$ cat src/rtl/apb_arb_pkg.sv
// Shared types for the APB requester arbiter: FSM state encoding, derived
// field widths and the packed command record latched at grant time.
// Width defaults come from APB_ADDR_WIDTH / APB_DATA_WIDTH / APB_SLAVE_DEVICES
// when the surrounding build does not provide them.

`ifndef APB_ADDR_WIDTH
`define APB_ADDR_WIDTH 32
`endif
`ifndef APB_DATA_WIDTH
`define APB_DATA_WIDTH 32
`endif
`ifndef APB_SLAVE_DEVICES
`define APB_SLAVE_DEVICES 4
`endif

package apb_arb_pkg;

    typedef enum logic [1:0] {
        ARB_IDLE = 2'd0,
        ARB_BUSY = 2'd1,
        ARB_RESP = 2'd2
    } arb_state_e;

    localparam int ARB_ADDR_W = `APB_ADDR_WIDTH;
    localparam int ARB_DATA_W = `APB_DATA_WIDTH;
    localparam int STRB_WIDTH = ARB_DATA_W / 8;
    localparam int SEL_WIDTH  = $clog2(`APB_SLAVE_DEVICES) + 1;
    localparam int PROT_WIDTH = 3;

    // Command fields captured from the winning requester.
    typedef struct packed {
        logic [ARB_ADDR_W-1:0] addr;
        logic                  write;
        logic [ARB_DATA_W-1:0] wdata;
        logic [STRB_WIDTH-1:0] strb;
        logic [PROT_WIDTH-1:0] prot;
        logic [SEL_WIDTH-1:0]  sels;
    } apb_cmd_t;

endpackage

$ cat src/rtl/rr_arbiter.sv
// Combinational rotating-priority selector. The search starts one past the
// last granted index, so the previous winner has the lowest priority.

module rr_arbiter
    import apb_arb_pkg::*;
#(
    parameter int NUM_REQ = 4,
    localparam int IDX_W  = $clog2(NUM_REQ)
) (
    input  logic [NUM_REQ-1:0] req_i,
    input  logic [IDX_W-1:0]   last_i,
    output logic [NUM_REQ-1:0] gnt_oh_o,
    output logic [IDX_W-1:0]   gnt_idx_o,
    output logic               any_o
);

    // Walk the requesters in rotated order and take the first one asserted.
    always_comb begin
        gnt_oh_o  = '0;
        gnt_idx_o = '0;
        any_o     = 1'b0;
        for (int i = 1; i <= NUM_REQ; i++) begin
            int cand;
            cand = (int'(last_i) + i) % NUM_REQ;
            if (!any_o && req_i[IDX_W'(cand)]) begin
                any_o                   = 1'b1;
                gnt_idx_o               = IDX_W'(cand);
                gnt_oh_o[IDX_W'(cand)]  = 1'b1;
            end else begin
                any_o = any_o;
            end
        end
    end

endmodule

$ cat src/rtl/apb_req_arbiter.sv
// Round-robin arbiter sharing one APB master front-end between NUM_REQ
// requesters. One transfer outstanding at a time: IDLE picks a winner and
// latches its command, BUSY presents it to the master until m_ready, RESP
// pulses the winner's req_done with the captured response.
// Optional watchdog: define APB_ARB_TIMEOUT_EN to abort a transfer that
// sees no m_ready within TIMEOUT_CYCLES BUSY cycles.

module apb_req_arbiter
    import apb_arb_pkg::*;
#(
    parameter int NUM_REQ        = 4,
    parameter int ADDR_WIDTH     = `APB_ADDR_WIDTH,
    parameter int DATA_WIDTH     = `APB_DATA_WIDTH,
    parameter int SEL_WIDTH      = $clog2(`APB_SLAVE_DEVICES) + 1,
    parameter int TIMEOUT_CYCLES = 256,
    localparam int IDX_W         = $clog2(NUM_REQ),
    localparam int STRB_W        = DATA_WIDTH / 8
) (
    input  logic                          clk,
    input  logic                          rstn,
    input  logic [NUM_REQ-1:0]            req_valid,
    input  logic [NUM_REQ*ADDR_WIDTH-1:0] req_addr,
    input  logic [NUM_REQ*DATA_WIDTH-1:0] req_wdata,
    input  logic [NUM_REQ*STRB_W-1:0]     req_strb,
    input  logic [NUM_REQ*3-1:0]          req_prot,
    input  logic [NUM_REQ*SEL_WIDTH-1:0]  req_sels,
    input  logic [NUM_REQ-1:0]            req_write,
    output logic [NUM_REQ-1:0]            req_done,
    output logic [DATA_WIDTH-1:0]         req_rdata,
    output logic                          req_error,
    output logic                          m_valid,
    output logic [ADDR_WIDTH-1:0]         m_addr,
    output logic                          m_write,
    output logic [DATA_WIDTH-1:0]         m_wdata,
    output logic [STRB_W-1:0]             m_strb,
    output logic [2:0]                    m_prot,
    output logic [SEL_WIDTH-1:0]          m_sels,
    input  logic                          m_ready,
    input  logic [DATA_WIDTH-1:0]         m_rdata,
    input  logic                          m_error,
    output logic                          m_abort,
    output logic [IDX_W-1:0]              grant_id
);

    arb_state_e             state_q,     state_d;
    logic [IDX_W-1:0]       last_q,      last_d;
    logic [IDX_W-1:0]       grant_id_q,  grant_id_d;
    logic [NUM_REQ-1:0]     grant_oh_q,  grant_oh_d;
    apb_cmd_t               cmd_q,       cmd_d;
    logic                   m_valid_q,   m_valid_d;
    logic [NUM_REQ-1:0]     req_done_q,  req_done_d;
    logic [DATA_WIDTH-1:0]  req_rdata_q, req_rdata_d;
    logic                   req_error_q, req_error_d;

`ifdef APB_ARB_TIMEOUT_EN
    localparam int TMO_W = $clog2(TIMEOUT_CYCLES + 1);
    logic [TMO_W-1:0]       tmo_cnt_q,   tmo_cnt_d;
    logic                   m_abort_q,   m_abort_d;
`endif

    logic [NUM_REQ-1:0]     arb_oh_s;
    logic [IDX_W-1:0]       arb_idx_s;
    logic                   arb_any_s;
    apb_cmd_t               sel_cmd_s;

    rr_arbiter #(
        .NUM_REQ (NUM_REQ)
    ) u_rr_arbiter (
        .req_i     (req_valid),
        .last_i    (last_q),
        .gnt_oh_o  (arb_oh_s),
        .gnt_idx_o (arb_idx_s),
        .any_o     (arb_any_s)
    );

    // Gather the candidate winner's command fields out of the packed buses.
    always_comb begin
        sel_cmd_s       = '0;
        sel_cmd_s.addr  = req_addr [arb_idx_s*ADDR_WIDTH +: ADDR_WIDTH];
        sel_cmd_s.write = req_write[arb_idx_s];
        sel_cmd_s.wdata = req_wdata[arb_idx_s*DATA_WIDTH +: DATA_WIDTH];
        sel_cmd_s.strb  = req_strb [arb_idx_s*STRB_W     +: STRB_W];
        sel_cmd_s.prot  = req_prot [arb_idx_s*3          +: 3];
        sel_cmd_s.sels  = req_sels [arb_idx_s*SEL_WIDTH  +: SEL_WIDTH];
    end

    // Next-state and next-output logic for the IDLE/BUSY/RESP sequence.
    always_comb begin
        state_d     = state_q;
        last_d      = last_q;
        grant_id_d  = grant_id_q;
        grant_oh_d  = grant_oh_q;
        cmd_d       = cmd_q;
        m_valid_d   = m_valid_q;
        req_done_d  = '0;
        req_rdata_d = req_rdata_q;
        req_error_d = req_error_q;
`ifdef APB_ARB_TIMEOUT_EN
        tmo_cnt_d   = tmo_cnt_q;
        m_abort_d   = 1'b0;
`endif
        case (state_q)
            ARB_IDLE: begin
                if (arb_any_s) begin
                    state_d    = ARB_BUSY;
                    cmd_d      = sel_cmd_s;
                    grant_id_d = arb_idx_s;
                    grant_oh_d = arb_oh_s;
                    last_d     = arb_idx_s;
                    m_valid_d  = 1'b1;
`ifdef APB_ARB_TIMEOUT_EN
                    tmo_cnt_d  = '0;
`endif
                end else begin
                    state_d    = ARB_IDLE;
                    m_valid_d  = 1'b0;
                end
            end
            ARB_BUSY: begin
                if (m_ready) begin
                    state_d     = ARB_RESP;
                    m_valid_d   = 1'b0;
                    req_done_d  = grant_oh_q;
                    req_rdata_d = m_rdata;
                    req_error_d = m_error;
                end
`ifdef APB_ARB_TIMEOUT_EN
                else if (tmo_cnt_q == TMO_W'(TIMEOUT_CYCLES - 1)) begin
                    // Master never answered: release the requester with an error.
                    state_d     = ARB_RESP;
                    m_valid_d   = 1'b0;
                    m_abort_d   = 1'b1;
                    req_done_d  = grant_oh_q;
                    req_rdata_d = '0;
                    req_error_d = 1'b1;
                end else begin
                    tmo_cnt_d   = tmo_cnt_q + TMO_W'(1);
                end
`else
                else begin
                    state_d     = ARB_BUSY;
                end
`endif
            end
            ARB_RESP: begin
                state_d   = ARB_IDLE;
                m_valid_d = 1'b0;
            end
            default: begin
                state_d   = ARB_IDLE;
                m_valid_d = 1'b0;
            end
        endcase
    end

    // State and output registers with synchronous active-low reset.
    always_ff @(posedge clk) begin
        if (!rstn) begin
            state_q     <= ARB_IDLE;
            last_q      <= IDX_W'(NUM_REQ - 1);
            grant_id_q  <= '0;
            grant_oh_q  <= '0;
            cmd_q       <= '0;
            m_valid_q   <= 1'b0;
            req_done_q  <= '0;
            req_rdata_q <= '0;
            req_error_q <= 1'b0;
`ifdef APB_ARB_TIMEOUT_EN
            tmo_cnt_q   <= '0;
            m_abort_q   <= 1'b0;
`endif
        end else begin
            state_q     <= state_d;
            last_q      <= last_d;
            grant_id_q  <= grant_id_d;
            grant_oh_q  <= grant_oh_d;
            cmd_q       <= cmd_d;
            m_valid_q   <= m_valid_d;
            req_done_q  <= req_done_d;
            req_rdata_q <= req_rdata_d;
            req_error_q <= req_error_d;
`ifdef APB_ARB_TIMEOUT_EN
            tmo_cnt_q   <= tmo_cnt_d;
            m_abort_q   <= m_abort_d;
`endif
        end
    end

    assign m_valid   = m_valid_q;
    assign m_addr    = cmd_q.addr;
    assign m_write   = cmd_q.write;
    assign m_wdata   = cmd_q.wdata;
    assign m_strb    = cmd_q.strb;
    assign m_prot    = cmd_q.prot;
    assign m_sels    = cmd_q.sels;
    assign req_done  = req_done_q;
    assign req_rdata = req_rdata_q;
    assign req_error = req_error_q;
    assign grant_id  = grant_id_q;
`ifdef APB_ARB_TIMEOUT_EN
    assign m_abort   = m_abort_q;
`else
    assign m_abort   = 1'b0;
`endif

endmodule

$ cat config.mk
export PLATFORM = sky130hd
export DESIGN_NAME = apb_req_arbiter
export DESIGN_NICKNAME = d
export VERILOG_FILES = /design/src/rtl/apb_arb_pkg.sv /design/src/rtl/rr_arbiter.sv /design/src/rtl/apb_req_arbiter.sv
export SDC_FILE = /design/constraint.sdc
export NUM_CORES = 1
export LEC_CHECK = 0
export BUFFER_PORTS_ARGS = -buffer_cell sky130_fd_sc_hd__buf_2
export CAP_MARGIN = 20
export CORE_AREA = 2 2 179 181
export DETAILED_ROUTE_END_ITERATION = 8
export DIE_AREA = 0 0 181 183
export GPL_TIMING_DRIVEN = 0
export SLEW_MARGIN = 20
export SYNTH_ARGS = -nofsm -noshare
export SYNTH_HDL_FRONTEND = slang
export SYNTH_SLANG_ARGS = --single-unit
export TNS_END_PERCENT = 30
$ cat constraint.sdc
create_clock -name clk -period 4.7 [get_ports clk]
set_input_delay 0.94 -clock clk [delete_from_list [all_inputs] [get_ports clk]]
set_output_delay 0.94 -clock clk [all_outputs]
set_load 0.01 [all_outputs]
==> insert_results.sql <==
INSERT INTO impl_metrics (metric_group, metric, value, unit) VALUES
('status', 'run_status', 'finished, final reports clean', ''),
('yosys', 'synth_enable_flop_cells', '0', ''),
('global_route', 'antenna_found_initial', '5', ''),
('detailed_routing', 'detail_route.wl_per_cell', '19.6', 'microns'),
('cts', 'cts-root-buf', 'sky130_fd_sc_hd__clkbuf_16', ''),
('yosys', 'synth_largest_type_area_fraction', '36.7', '%'),
('detailed_routing', 'viasPerCell', '4.68', ''),
('placed_design', 'preCtsSetupSlack', '0.860', 'ns'),
('detailed_routing', 'route.vias.total', '7342', ''),
('cells_and_area', 'share_of_post_route_cells_with_drive_strength_above_1', '48.5', '%'),
('cts', 'post_cts_buffers', '0', ''),
('worst_setup_path', 'worst-endpoint-required', '4.98', 'ns'),
('yosys', 'syn_avg_cell_area', '9.88', 'sq um'),
('global_route', 'grt-ovfl-total', '0', ''),
('die', 'coreArea', '31200', 'sq um'),
('timing', 'timing_max_transition_violations_final', '0', ''),
('die', 'pin_count', '456', ''),
('global_route', 'first_global_vias', '7247', ''),
('timing', 'fin_crit_sh', '84.1', '%'),
('cts', 'tritoncts', 'done', ''),
('cells_and_area', 'fin_nets', '1499', ''),
('global_route', 'grt_start_max_net_pins', '17', ''),
('cells_and_area', 'final.fill_count', '3346', ''),
('cts', 'clock_latency', '0.41', 'ns'),
('timing', 'maxClockFrequency', '253', 'MHz'),
('yosys', 'ys_async_sr_fraction', '0', '%'),
('cells_and_area', 'postLayoutCoreUtil', '32.3', '%'),
('worst_setup_path', 'critPathCaptureType', 'register', ''),
('yosys', 'ys_seq_elements', '123', ''),
('cells_and_area', 'final-instance-count-excl-fill', '1568', ''),
('global_route', 'grt_first_pass_wirelength', '43900', 'microns'),
('timing', 'final-hold-violation-count', '0', ''),
('die', 'die_w', '181', 'microns'),
('cts', 'clkSlewWorstSetupHoldPaths', '0.07', 'ns'),
('yosys', 'ys_warn_count', '0', ''),
('timing', 'setup_repair_after_global_routing_missed_its_margin', 'false', ''),
('yosys', 'yosysUniqueCellTypes', '52', ''),
('yosys', 'syn-cell-area', '6720', 'sq um'),
('timing', 'max-slew-margin-rel', '43.0', '%'),
('yosys', 'syn-instance-count', '680', ''),
('detailed_routing', 'drt_pass1_iterations', '5', ''),
('die', 'std_cell_rows', '65', ''),
('cts', 'cts-htree-levels', '4', ''),
('hold_path', 'min-delay-path-class', 'reg -> reg', ''),
('die', 'die-area', '33100', 'sq um'),
('yosys', 'yosys.area.top_type', 'sky130_fd_sc_hd__dfxtp_1', ''),
('timing', 'final.setup.tns', '0', 'ns'),
('detailed_routing', 'drc', '0', ''),
('worst_setup_path', 'r2r_setup_slack', '0.75', 'ns'),
('worst_setup_path', 'cp_data_arrival_time', '4.24', 'ns'),
('placed_design', 'placed_cell_area', '9480', 'sq um'),
('timing', 'finalSetupViolations', '0', ''),
('worst_setup_path', 'startpoint_type_of_the_worst_setup_path', 'register', ''),
('cells_and_area', 'area_of_all_placed_cells_without_fillers', '10100', 'sq um'),
('yosys', 'synth_fp_nets', '1028', ''),
('placed_design', 'gp_congestion', '0.879', ''),
('detailed_routing', 'drt-initial-drc-count', '327', ''),
('cts', 'hold_buffers', '0', ''),
('timing', 'worst_slew_pin_slew', '0.855', 'ns'),
('placed_design', 'dpl.hpwl', '24800', 'microns'),
('cts', 'cts_made_buffers', '17', ''),
('pwr', 'vdd_ir_drop_max', '0.456', 'mV'),
('worst_setup_path', 'critPathKind', 'reg -> reg', ''),
('cells_and_area', 'multiInputGateArea', '3890', 'sq um'),
('cells_and_area', 'area.growth.synth_to_final', '50.2', '%'),
('cells_and_area', 'final-seq-area', '2460', 'sq um'),
('yosys', 'postSynth.topFlopCell', 'sky130_fd_sc_hd__dfxtp_1', ''),
('yosys', 'synth_sequential_area_ratio', '36.7', '%'),
('global_route', 'grt_use_total', '17.8', '%'),
('detailed_routing', 'finalWirelength', '30800', 'microns'),
('die', 'floorplan.initialDensity', '21.5', '%');
==> worst paths after layout <==
check	startpoint	endpoint	depth (start not counted)
min reg2reg	req_rdata[21]	req_rdata[21]	2
max	last_q[0]	m_wdata[21]	13
min	req_rdata[21]	req_rdata[21]	2
max reg2reg	last_q[0]	m_wdata[21]	13
==> routing by layer <==
metal	routed length, microns	vias to the layer above	track usage, %
li1	-	3493	-
met1	12800	3454	21.7
met2	15100	356	31.1
met3	2080	37	3.67
met4	746	2	6.11
met5	13	-	0
==> stage by stage <==
| stage | total power [W] | hold slack, ns |
|---|---|---|
| final | 0.00731 | 0.460 |
| after floorplan | 0.00451 | 0.447 |
| after global routing | 0.00774 | 0.480 |
| after global placement | 0.00590 | 0.442 |
| after CTS | 0.00738 | 0.462 |
| after detailed placement | 0.00595 | 0.444 |
==> critical path: stages, from the launching register on <==
cell and delay (ns):
sky130_fd_sc_hd__dfxtp_1 0.56, sky130_fd_sc_hd__buf_2 0.31, sky130_fd_sc_hd__inv_1 0.14, sky130_fd_sc_hd__ha_1 0.37, sky130_fd_sc_hd__clkbuf_1 0.39, sky130_fd_sc_hd__mux2i_1 0.27, sky130_fd_sc_hd__a211oi_1 0.12, sky130_fd_sc_hd__a31o_2 0.23
sky130_fd_sc_hd__o31ai_1 0.06, sky130_fd_sc_hd__buf_2 0.26, sky130_fd_sc_hd__buf_6 0.21, sky130_fd_sc_hd__buf_4 0.25, sky130_fd_sc_hd__mux2i_1 0.47, sky130_fd_sc_hd__o221ai_2 0.16
==> cell usage after synthesis (2+ instances only) <==
| cell type | instances |
|---|---|
| sky130_fd_sc_hd__mux2i_1 | 153 |
| sky130_fd_sc_hd__dfxtp_1 | 123 |
| sky130_fd_sc_hd__nand2_1 | 107 |
| sky130_fd_sc_hd__o21ai_0 | 45 |
| sky130_fd_sc_hd__a21boi_0 | 33 |
| sky130_fd_sc_hd__o221ai_1 | 27 |
| sky130_fd_sc_hd__clkbuf_1 | 26 |
| sky130_fd_sc_hd__a221oi_1 | 21 |
| sky130_fd_sc_hd__a221oi_2 | 19 |
| sky130_fd_sc_hd__buf_2 | 16 |
| sky130_fd_sc_hd__buf_4 | 16 |
| sky130_fd_sc_hd__o221ai_2 | 10 |
| sky130_fd_sc_hd__ha_1 | 8 |
| sky130_fd_sc_hd__nor2_1 | 8 |
| sky130_fd_sc_hd__a21oi_1 | 7 |
| sky130_fd_sc_hd__and3_1 | 5 |
| sky130_fd_sc_hd__buf_6 | 4 |
| sky130_fd_sc_hd__mux4_2 | 4 |
| sky130_fd_sc_hd__nand2b_1 | 4 |
| sky130_fd_sc_hd__and2_1 | 3 |
| sky130_fd_sc_hd__inv_1 | 3 |
| sky130_fd_sc_hd__nand3b_1 | 3 |
| sky130_fd_sc_hd__a211o_1 | 2 |
| sky130_fd_sc_hd__mux2_2 | 2 |
| sky130_fd_sc_hd__nand2_2 | 2 |
| sky130_fd_sc_hd__nand3_1 | 2 |
| sky130_fd_sc_hd__o21a_1 | 2 |
==> layout make-up <==
type / instances / area share, %
Inverter: 4 / 0.149
Tap cell: 402 / 4.98
Clock buffer: 17 / 4.22
Buffer: 63 / 3.47
Multi-Input combinational cell: 490 / 38.5
Sequential cell: 123 / 24.4
Clock inverter: 15 / 1.77
Timing Repair Buffer: 452 / 22.4
Antenna cell: 2 / 0.0496
==> kinds of logic after synthesis <==
logic type / synth area share (%)
multiplexers: 24.5
adder cells (fa/ha/maj): 1.49
buffers and inverters: 5.44
AO/OA/AOI/OAI: 22.6
AND/OR/NAND/NOR: 9.31
other: 0.0558
flip-flops: 36.7
==> state kept, by name, indices dropped and copies added, names as in the netlist <==
register,flops
grant_id,2
grant_oh_q,4
last_q,2
m_addr,32
m_prot,3
m_sels,3
m_strb,4
m_valid,1
m_wdata,32
m_write,1
req_done,4
req_error,1
req_rdata,32
state_q,2
==> layout by cell type (no fill, tap or decap), drive strengths merged, types with 3 or more instances in the layout <==
cell type / n
clkbuf: 44
inv: 11
o21a: 3
buf: 488
nand2: 109
o221ai: 37
a221oi: 40
o21ai: 45
a21boi: 34
nor2: 8
a21oi: 7
and2: 3
nand2b: 4
ha: 8
clkinv: 5
nand3b: 3
and3: 5
dfxtp: 123
mux2i: 153
mux4: 4
==> power breakdown <==
part,switching [W],internal (W)
Clock,0.000590,0.000805
Combinational,0.00258,0.00180
Sequential,0.000172,0.00136
Total,0.00334,0.00397
Note: power is estimated with default switching activity, not from simulation.
